==> config.mk <==
export PLATFORM = sky130hd
export DESIGN_NAME = decode_scoreboard
export DESIGN_NICKNAME = d
export VERILOG_FILES = /design/src/rtl/decode_scoreboard.sv
export SDC_FILE = /design/constraint.sdc
export NUM_CORES = 1
export LEC_CHECK = 0
export CORE_MARGIN = 2
export CORE_UTILIZATION = 54
export CTS_CLUSTER_SIZE = 8
export DETAILED_ROUTE_END_ITERATION = 7
export PLACE_DENSITY = 0.82
export SYNTH_ARGS = -nofsm -noshare
export SYNTH_HDL_FRONTEND = slang
export SYNTH_SLANG_ARGS = --single-unit
==> constraint.sdc <==
create_clock -name i_clk -period 5.1 [get_ports i_clk]
set_clock_uncertainty 0.05 [all_clocks]
set_input_delay 1.275 -clock i_clk [delete_from_list [all_inputs] [get_ports i_clk]]
set_output_delay 1.275 -clock i_clk [all_outputs]
set_load 0.05 [all_outputs]
==> src/rtl/decode_scoreboard.sv <==
// Decode-stage register/CC scoreboard: per-register in-flight write counters drive
// the dependency stall and the AGEX valid bit, with optional writeback bypass.
module decode_scoreboard #(
    parameter int NUM_REGS     = 8,
    parameter int REG_ID_W     = 3,
    parameter int MAX_INFLIGHT = 3,
    parameter int CNT_W        = 2,
    parameter bit WB_BYPASS    = 1'b0
) (
    input  logic                i_clk,
    input  logic                i_reset,
    input  logic                i_de_v,
    input  logic                i_sr1_needed,
    input  logic                i_sr2_needed,
    input  logic [REG_ID_W-1:0] i_sr1,
    input  logic [REG_ID_W-1:0] i_sr2,
    input  logic                i_dr_we,
    input  logic [REG_ID_W-1:0] i_dr,
    input  logic                i_cc_we,
    input  logic                i_br_op,
    input  logic                i_ld_agex,
    input  logic                i_wb_ld_reg,
    input  logic [REG_ID_W-1:0] i_wb_drid,
    input  logic                i_wb_ld_cc,
    input  logic                i_kill_ld_reg,
    input  logic                i_kill_ld_cc,
    input  logic [REG_ID_W-1:0] i_kill_drid,
    output logic                o_dep_stall,
    output logic                o_agex_v,
    output logic [NUM_REGS-1:0] o_reg_busy,
    output logic                o_cc_busy,
    output logic [CNT_W-1:0]    o_inflight,
    output logic                o_sb_err
);

    // Returns {err, next}: clamps at 0 on underflow, saturates on overflow.
    function automatic logic [CNT_W:0] f_step(input logic [CNT_W-1:0] cur,
                                              input logic inc, input logic d1,
                                              input logic d2);
        logic [CNT_W:0] up, dn, df;
        up = {1'b0, cur} + {{CNT_W{1'b0}}, inc};
        dn = {{CNT_W{1'b0}}, d1} + {{CNT_W{1'b0}}, d2};
        if (up < dn) return {1'b1, {CNT_W{1'b0}}};
        df = up - dn;
        if (df[CNT_W]) return {1'b1, {CNT_W{1'b1}}};
        return {1'b0, df[CNT_W-1:0]};
    endfunction

    logic [CNT_W-1:0]    r_cnt [NUM_REGS];
    logic [CNT_W-1:0]    r_cc_cnt;
    logic [CNT_W-1:0]    r_inflight;
    logic                r_sb_err;

    logic [CNT_W-1:0]    w_sr1_cnt, w_sr2_cnt;
    logic                w_sr1_hz, w_sr2_hz, w_cc_hz, w_struct_hz;
    logic                w_issue, w_release;
    logic [NUM_REGS-1:0] w_reg_err;
    logic [CNT_W:0]      w_cc_step, w_inf_step;

    // Out-of-range source IDs match no register and so read as count 0.
    always_comb begin
        w_sr1_cnt = '0;
        w_sr2_cnt = '0;
        for (int r = 0; r < NUM_REGS; r++) begin
            if (i_sr1 == REG_ID_W'(r)) w_sr1_cnt = r_cnt[r];
            if (i_sr2 == REG_ID_W'(r)) w_sr2_cnt = r_cnt[r];
        end
    end

    assign w_sr1_hz = i_sr1_needed && (w_sr1_cnt != '0) &&
                      !(WB_BYPASS && (w_sr1_cnt == CNT_W'(1)) && i_wb_ld_reg && (i_wb_drid == i_sr1));
    assign w_sr2_hz = i_sr2_needed && (w_sr2_cnt != '0) &&
                      !(WB_BYPASS && (w_sr2_cnt == CNT_W'(1)) && i_wb_ld_reg && (i_wb_drid == i_sr2));
    assign w_cc_hz  = i_br_op && (r_cc_cnt != '0) &&
                      !(WB_BYPASS && (r_cc_cnt == CNT_W'(1)) && i_wb_ld_cc);

    assign w_release   = i_wb_ld_reg | i_wb_ld_cc | i_kill_ld_reg | i_kill_ld_cc;
    assign w_struct_hz = (i_dr_we | i_cc_we) && (r_inflight == CNT_W'(MAX_INFLIGHT)) && !w_release;

    assign o_dep_stall = i_de_v & (w_sr1_hz | w_sr2_hz | w_cc_hz | w_struct_hz);
    assign o_agex_v    = i_de_v & ~o_dep_stall;
    assign w_issue     = o_agex_v & i_ld_agex;

    assign w_cc_step  = f_step(r_cc_cnt, w_issue & i_cc_we, i_wb_ld_cc, i_kill_ld_cc);
    assign w_inf_step = f_step(r_inflight, w_issue & (i_dr_we | i_cc_we),
                               i_wb_ld_reg | i_wb_ld_cc, i_kill_ld_reg | i_kill_ld_cc);

    for (genvar g = 0; g < NUM_REGS; g++) begin : g_reg
        logic [CNT_W:0] w_step;
        assign w_step = f_step(r_cnt[g],
                               w_issue & i_dr_we & (i_dr == REG_ID_W'(g)),
                               i_wb_ld_reg & (i_wb_drid == REG_ID_W'(g)),
                               i_kill_ld_reg & (i_kill_drid == REG_ID_W'(g)));
        assign w_reg_err[g]  = w_step[CNT_W];
        assign o_reg_busy[g] = (r_cnt[g] != '0);

        always_ff @(posedge i_clk) begin
            if (i_reset) r_cnt[g] <= '0;
            else         r_cnt[g] <= w_step[CNT_W-1:0];
        end
    end

    always_ff @(posedge i_clk) begin
        if (i_reset) begin
            r_cc_cnt   <= '0;
            r_inflight <= '0;
            r_sb_err   <= 1'b0;
        end else begin
            r_cc_cnt   <= w_cc_step[CNT_W-1:0];
            r_inflight <= w_inf_step[CNT_W-1:0];
            r_sb_err   <= r_sb_err | (|w_reg_err) | w_cc_step[CNT_W] | w_inf_step[CNT_W];
        end
    end

    assign o_cc_busy  = (r_cc_cnt != '0);
    assign o_inflight = r_inflight;
    assign o_sb_err   = r_sb_err;

endmodule

==> reports/results.ini, run 1 <==
[status]
status = finished clean

[logic_synthesis]
synthAdderAreaFrac_pct = 38.36
syn_area_um2 = 2349
synth-xor-area-share_pct = 3.729
synth_top_family_by_area = adder cells
synth_mux_area_share_pct = 3.836
synth_cell_types = 31
synth_top_flop_cell = dfxtp_1
synth_simple_gate_area_share_pct = 18.33
syn-num-nets = 351
yosysSeqAreaShare_pct = 17.90
yosysMostFrequentCell = inv_1
ys_seq_elements = 21
synth_compound_area_share_pct = 10.34
synth_common_cells = 46 x inv_1, 40 x ha_1, 21 x dfxtp_1
syn_inst = 263
syn_area_per_cell_um2 = 8.930
yosysTopAreaCell = ha_1
yosys-top-cells-area = ha_1 21%, dfxtp_1 18%, fa_1 17%
synth_edf_count = 0
async_flop_share_pct = 0
yosys_warnings = 0
synth_top_area_share_pct = 21.31

[die]
dieWidth_um = 69.95
rows = 23
core_um2 = 4086
dieArea_um2 = 4892
initial_core_util_pct = 57.47
die_h_um = 69.95
ios = 42

[drt]
wl_per_cell_um = 16.17
firstDrtPassIters = 4
routed_wl_um = 6178
final_antenna_net_count = 0
dr_total_vias = 2146
vias_per_cell = 5.618
drc_errors = 0
drt_iter0_drc = 115

[timing]
finalSetupViolCount = 0
relSlewSlack_pct = 66.23
rsz0062_at_grt = no
hold_viol_final = 0
whs_ns = 0.5604
finalMaxSlewViolations = 0
worst-slew-pin-transition_ns = 0.5049
setup_slack_ns = 0.2417
fin_crit_sh_pct = 95.26
min_period_ns = 4.858
fmax_ghz = 0.2058

[cts]
insertion_delay_ns = 0.28
root_buffer = clkbuf_8
cts_buffer_depth = 2
h-tree-depth = 1
cts.reportedPaths.clkPinSlew_ns = 0.09
postCtsSetupBuffers = 0
clock_sinks = 21
cts_tree = yes
cts_buffers = 3
cts_hold_buf = 0

[grt]
grt_pass1_vias = 2206
grt_pass1_wl_um = 10170
grt_max_degree = 13
grtUsageTotal_pct = 26.10
grt-ovfl-total = 0
antenna_found_initial = 0

[pwr]
power.density_nw_per_um2 = 285.0
power_frac_seq_pct = 24.1
p_leak_nw = 1.441
ir_drop_mv = 0.1555
power.share.clock_pct = 13.4
p_int_mw = 0.4915
switching_share_pct = 45.35
p_sw_mw = 0.4079
comb_power_share_pct = 62.5

[critical_path]
crit_start = i_sr2[0]
path_class = input pin to flop
start_kind = input pin
crit_path_end_kind = flop
critPathMaxFanout = 6
required_ns = 5.20
cp.arrival_ns = 4.96
r2r_start = r_cnt[1][7]
rr_worst_depth = 13

[layout]
utilization_pct = 77.22
diodes = 0
fin_nets = 421
drive_gt1_share_pct = 16.87
syn2layout_area_growth_pct = 34.36
fin_cells = 382

[worst_hold_path]
min-delay-start = o_sb_err
hold_depth = 2
hold_path.class = flop to flop

[placed_design]
port_buffers = 41
place.gp.congestion = 0.8674
place_ws_ns = -0.2940
dp.final_hpwl_um = 5142
placed_cells = 378

[run]
max_cap_violations = 0

## layout by cell type (no fill, tap or decap), drive strengths merged
cell,Yosys,layout
o211ai,1,1
nor4,4,4
inv,46,46
dlymetal6s2s,0,1
a31oi,2,2
mux2,4,4
buf,0,27
a2111oi,1,1
o21ai,1,1
mux4,2,2
clkinv,0,1
nand2b,14,14
o31ai,9,9
and3,4,4
clkdlybuf4s50,0,38
nor4b,1,1
nand3,2,2
nor2,17,17
or2,11,11
nor3,12,12
o31a,2,2
nand4,3,3
a21oi,19,19
xnor2,9,9
and2,3,3
nor2b,1,1
clkbuf,1,3
a2111o,1,1
o2111a,1,1
dfxtp,21,21
fa,20,20
xor2,1,1
nand2,10,10
ha,40,40
## stage by stage
| step | instance area (um2) | total power [mW] | TNS, ns |
|---|---|---|---|
| 6_report | 3156 | 0.8994 | 0 |
| 4_1_cts | 3064 | 0.8769 | 0 |
| 3_3_place_gp | 3013 | 0.7352 | -0.2045 |
| 3_5_place_dp | 3013 | 0.7555 | -0.4740 |
| 2_1_floorplan | 2349 | 0.5485 | 0 |
| 5_1_grt | 3156 | 0.9570 | 0 |
## critical path, stage by stage
cell	delay (ns)
clkdlybuf4s50_1	0.56
mux4_2	0.53
and3_1	0.24
a2111o_1	0.38
buf_4	0.19
nor4_1	0.24
ha_1	0.23
inv_1	0.08
fa_1	0.46
o31ai_2	0.28
nand4_1	0.14
nor4_2	0.25
a31oi_1	0.10
## worst paths after layout
path / endpoint / slack, ns
hold / removal: o_sb_err / 0.56
setup / recovery: o_sb_err / 0.24
setup reg to reg: o_sb_err / 1.08
hold reg to reg: o_sb_err / 0.56
## sequential cells by signal, indices dropped and copies added, names as in the netlist
name / flops
r_cnt: 16
o_inflight: 2
r_cc_cnt: 2
o_sb_err: 1
## area by class of cell
type / count / area [um2]
Multi-Input combinational cell: 195 / 1846
Tap cell: 50 / 62.56
Sequential cell: 21 / 420.4
Timing Repair Buffer: 66 / 608.1
Clock inverter: 1 / 5.005
Fill cell: 284 / 930.9
Inverter: 46 / 172.7
Clock buffer: 3 / 41.29
## cell families (layout without fill, tap and decap cells)
group	after synthesis	count (layout)
simple gates	82	82
compound gates	37	37
buf+inv	47	116
flops	21	21
fa+ha+maj	60	60
xor+xnor	10	10
mux	6	6
## what timing repair did
| item | CTS | global route |
|---|---|---|
| gates resized for setup | 1 | 15 |
| pin swaps | 0 | 5 |
| setup endpoints to repair | 1 | 2 |
## power by group through the flow
stage	Clock [mW]	Combinational [mW]	Sequential (mW)
6_report	0.120	0.562	0.217
3_3_place_gp	0	0.518	0.217
3_5_place_dp	0	0.535	0.220
5_1_grt	0.125	0.610	0.221
4_1_cts	0.121	0.540	0.216
2_1_floorplan	0	0.319	0.230
## layer usage
layer | vias to the layer above | GRT usage (%) | wire (um)
li1 | 1028 | - | -
met1 | 1044 | 32.55 | 2614
met2 | 59 | 45.08 | 3046
met3 | 15 | 4.618 | 341
met4 | 0 | 9.402 | 175
met5 | - | 0 | 0
(Power assumes the default switching activity.)
==> inputs of run 2 (changes only) <==
Settings changed: ABC_AREA set to 1, PLACE_DENSITY 0.82 to 0.81.
==> run 2 against run 1 <==
Net effect:
- non-clock buffer count is 25 lower
- area after synthesis is 4.4% higher
- global-route usage is 2.2 points lower
- synthesized cell count rose by 19%
- die area grew 4.1%
- utilization down 9.0 points
==> reports/results.ini, run 2 <==
[cts]
postCtsSetupBuffers = 0  ; unchanged
cts_hold_buf = 0  ; unchanged
cts_buffer_depth = 2  ; unchanged
cts_tree = yes
cts_buffers = 3  ; unchanged
cts.reportedPaths.clkPinSlew_ns = 0.08  ; about the same
h-tree-depth = 1  ; unchanged
root_buffer = clkbuf_8
ctsResizeCount = 0  ; -1
clock_sinks = 21  ; unchanged
insertion_delay_ns = 0.27  ; about the same

[pwr]
p_int_mw = 0.4267  ; -13%
power_frac_seq_pct = 27.5  ; +3.4 points
p_leak_nw = 1.465  ; +1.7%
power.density_nw_per_um2 = 263.2  ; -7.6%
comb_power_share_pct = 57.5  ; -5.0 points
power_mw = 0.7822  ; -13%
p_sw_mw = 0.3555  ; -13%
ir_drop_mv = 0.1900  ; +22%
power.share.clock_pct = 15.0  ; +1.6 points
switching_share_pct = 45.45  ; +0.10 points

[critical_path]
required_ns = 3.77  ; -1.43 ns
start_kind = input pin
crit_path_end_kind = output pin
path_class = input pin to output pin
critPathMaxFanout = 5  ; -1
cp.arrival_ns = 3.37  ; -1.59 ns

[drt]
routed_wl_um = 5513  ; -11%
drt_iter0_drc = 83  ; -28%
drc_errors = 0  ; unchanged
vias_per_cell = 5.159  ; -8.2%
wl_per_cell_um = 13.48  ; -17%
final_antenna_net_count = 0  ; unchanged
dr_total_vias = 2110  ; -1.7%
firstDrtPassIters = 4  ; unchanged

[layout]
drive_gt1_share_pct = 7.563  ; -9.3 points
syn2layout_area_growth_pct = 21.24
final_area_um2 = 2972  ; -5.8%
top_register = r_cnt
final_common_cell = inv_1
largest_reg_flops = 16  ; unchanged
final_cell_mix = 70 x inv_1, 41 x clkdlybuf4s50_1, 40 x ha_1
fin_nets = 446  ; +5.9%
utilization_pct = 68.25  ; -9.0 points
diodes = 0  ; unchanged

[grt]
grt_busiest_layer = met2
use_met2_pct = 40.84  ; -4.2 points
grt_util_met1_pct = 31.37  ; -1.2 points
grt_pass1_vias = 2207  ; +0.045%
grt-ovfl-total = 0  ; unchanged
grt_max_degree = 12  ; -1
grt_pass1_wl_um = 9556  ; -6.0%
grtUsageTotal_pct = 23.90  ; -2.2 points
antenna_found_initial = 0  ; unchanged
grt.met3_usage_pct = 2.672  ; -1.9 points

[logic_synthesis]
yosys-top-cells-area = ha_1 20%, dfxtp_1 17%, fa_1 16%
synth-xor-area-share_pct = 3.573  ; -0.16 points
yosysSeqAreaShare_pct = 17.15  ; -0.75 points
synth_common_cells = 70 x inv_1, 40 x ha_1, 39 x nand2_1
synth_simple_gate_area_share_pct = 22.36  ; +4.0 points
ys_seq_elements = 21  ; unchanged
async_flop_share_pct = 0  ; unchanged
synth_mux_area_share_pct = 0  ; -3.8 points
syn-num-nets = 400  ; +14%
synth_compound_area_share_pct = 8.831  ; -1.5 points
synthAdderAreaFrac_pct = 36.75  ; -1.6 points
synth_top_flop_cell = dfxtp_1
syn_inst = 312  ; +19%
synth_top_area_share_pct = 20.42  ; -0.89 points
yosys_warnings = 0  ; unchanged
syn_area_per_cell_um2 = 7.856  ; -12%
yosysMostFrequentCell = inv_1
synth_edf_count = 0  ; unchanged
yosysTopAreaCell = ha_1
synth_top_family_by_area = adder cells
synth_cell_types = 25  ; -19%
syn_area_um2 = 2451  ; +4.4%

[die]
dieWidth_um = 71.37  ; +2.0%
dieArea_um2 = 5094  ; +4.1%
ios = 42  ; unchanged
core_um2 = 4354  ; +6.6%
initial_core_util_pct = 56.29  ; -1.2 points
die_h_um = 71.37  ; +2.0%
rows = 24  ; +4.3%

[worst_hold_path]
hold_path.class = flop to flop

[placed_design]
port_buffers = 41  ; unchanged
dp.final_hpwl_um = 4898  ; -4.7%
place.gp.congestion = 0.9895  ; +14%
place_ws_ns = 0.3966  ; +0.6906 ns
placed_area_um2 = 2927  ; -2.9%

[timing]
relSlewSlack_pct = 66.07  ; -0.16 points
finalSetupViolCount = 0  ; unchanged
finalMaxSlewViolations = 0  ; unchanged
rsz0062_at_grt = no
fin_crit_sh_pct = 92.16  ; -3.1 points
setup_slack_ns = 0.4000  ; +0.1583 ns
worst-slew-pin-transition_ns = 0.5074  ; +0.002437 ns
fin_tns_setup_ns = 0  ; unchanged
min_period_ns = 4.700  ; -0.1583 ns
fmax_ghz = 0.2128  ; +3.4%
hold_viol_final = 0  ; unchanged

[run]
max_cap_violations = 0  ; unchanged

[status]
status = finished clean

==> run 2: cell types whose count changed after synthesis, moves of 6 or more <==
cell      previous run  this run
or2_2                5        11
nand2b_1            14         0
or2_1                6         0
o31a_1               2         8
nor3_1              12         0
o31ai_1              9         2
nor2_1              17        36
nand2_1             10        39
nand3_1              2        14
inv_1               46        70
==> run 2: cell type report <==
type	instances	area (um2)
Multi-Input combinational cell	217	1753
Tap cell	52	65.06
Fill cell	378	1383
Clock buffer	4	45.04
Sequential cell	21	420.4
Inverter	74	277.8
Timing Repair Buffer	41	410.4
==> run 2: stage by stage <==
stage | instances | hold slack (ns)
after floorplan | 312 | 0.6717
after global placement | 405 | 0.6886
after detailed placement | 405 | 0.7005
after CTS | 409 | 0.7196
after global routing | 409 | 0.7729
final | 409 | 0.7173
==> run 2: path summary, 6_finish.rpt <==
check | start | depth (start not counted) | slack, ns | to
worst max register to register | r_cnt[1][3] | 20 | 1.77 | o_sb_err
worst min-delay path | o_sb_err | 6 | 0.72 | o_sb_err
worst max-delay path | i_sr2[1] | 10 | 0.40 | o_agex_v
worst min register to register | o_sb_err | 6 | 0.72 | o_sb_err
==> run 2: power groups by stage <==
| stage | Sequential [mW] | Combinational, mW | Clock (mW) |
|---|---|---|---|
| final | 0.215 | 0.450 | 0.117 |
| after CTS | 0.215 | 0.453 | 0.119 |
| after global routing | 0.220 | 0.501 | 0.124 |
| after floorplan | 0.228 | 0.301 | 0 |
| after detailed placement | 0.219 | 0.449 | 0 |
| after global placement | 0.218 | 0.443 | 0 |
==> run 2: logic make-up after synthesis <==
kind of cell / Yosys count
flip-flops: 21
AO/OA/AOI/OAI: 34
adder cells (fa/ha/maj): 60
buffers and inverters: 74
XOR/XNOR: 10
AND/OR/NAND/NOR: 113
==> run 2: per-layer routing <==
layer	routed length [um]	vias up
met5	0	-
met4	114	0
met3	262	10
met2	2617	51
met1	2518	977
li1	-	1072
==> run 2: critical path, stage by stage <==
cell	delay (ns)
clkdlybuf4s50_1	0.58
inv_2	0.09
nand2_1	0.07
nand3_1	0.06
nand2_1	0.08
nand2_1	0.06
nand3_2	0.07
nand3_2	0.09
nor2_4	0.17
clkdlybuf4s50_1	0.83
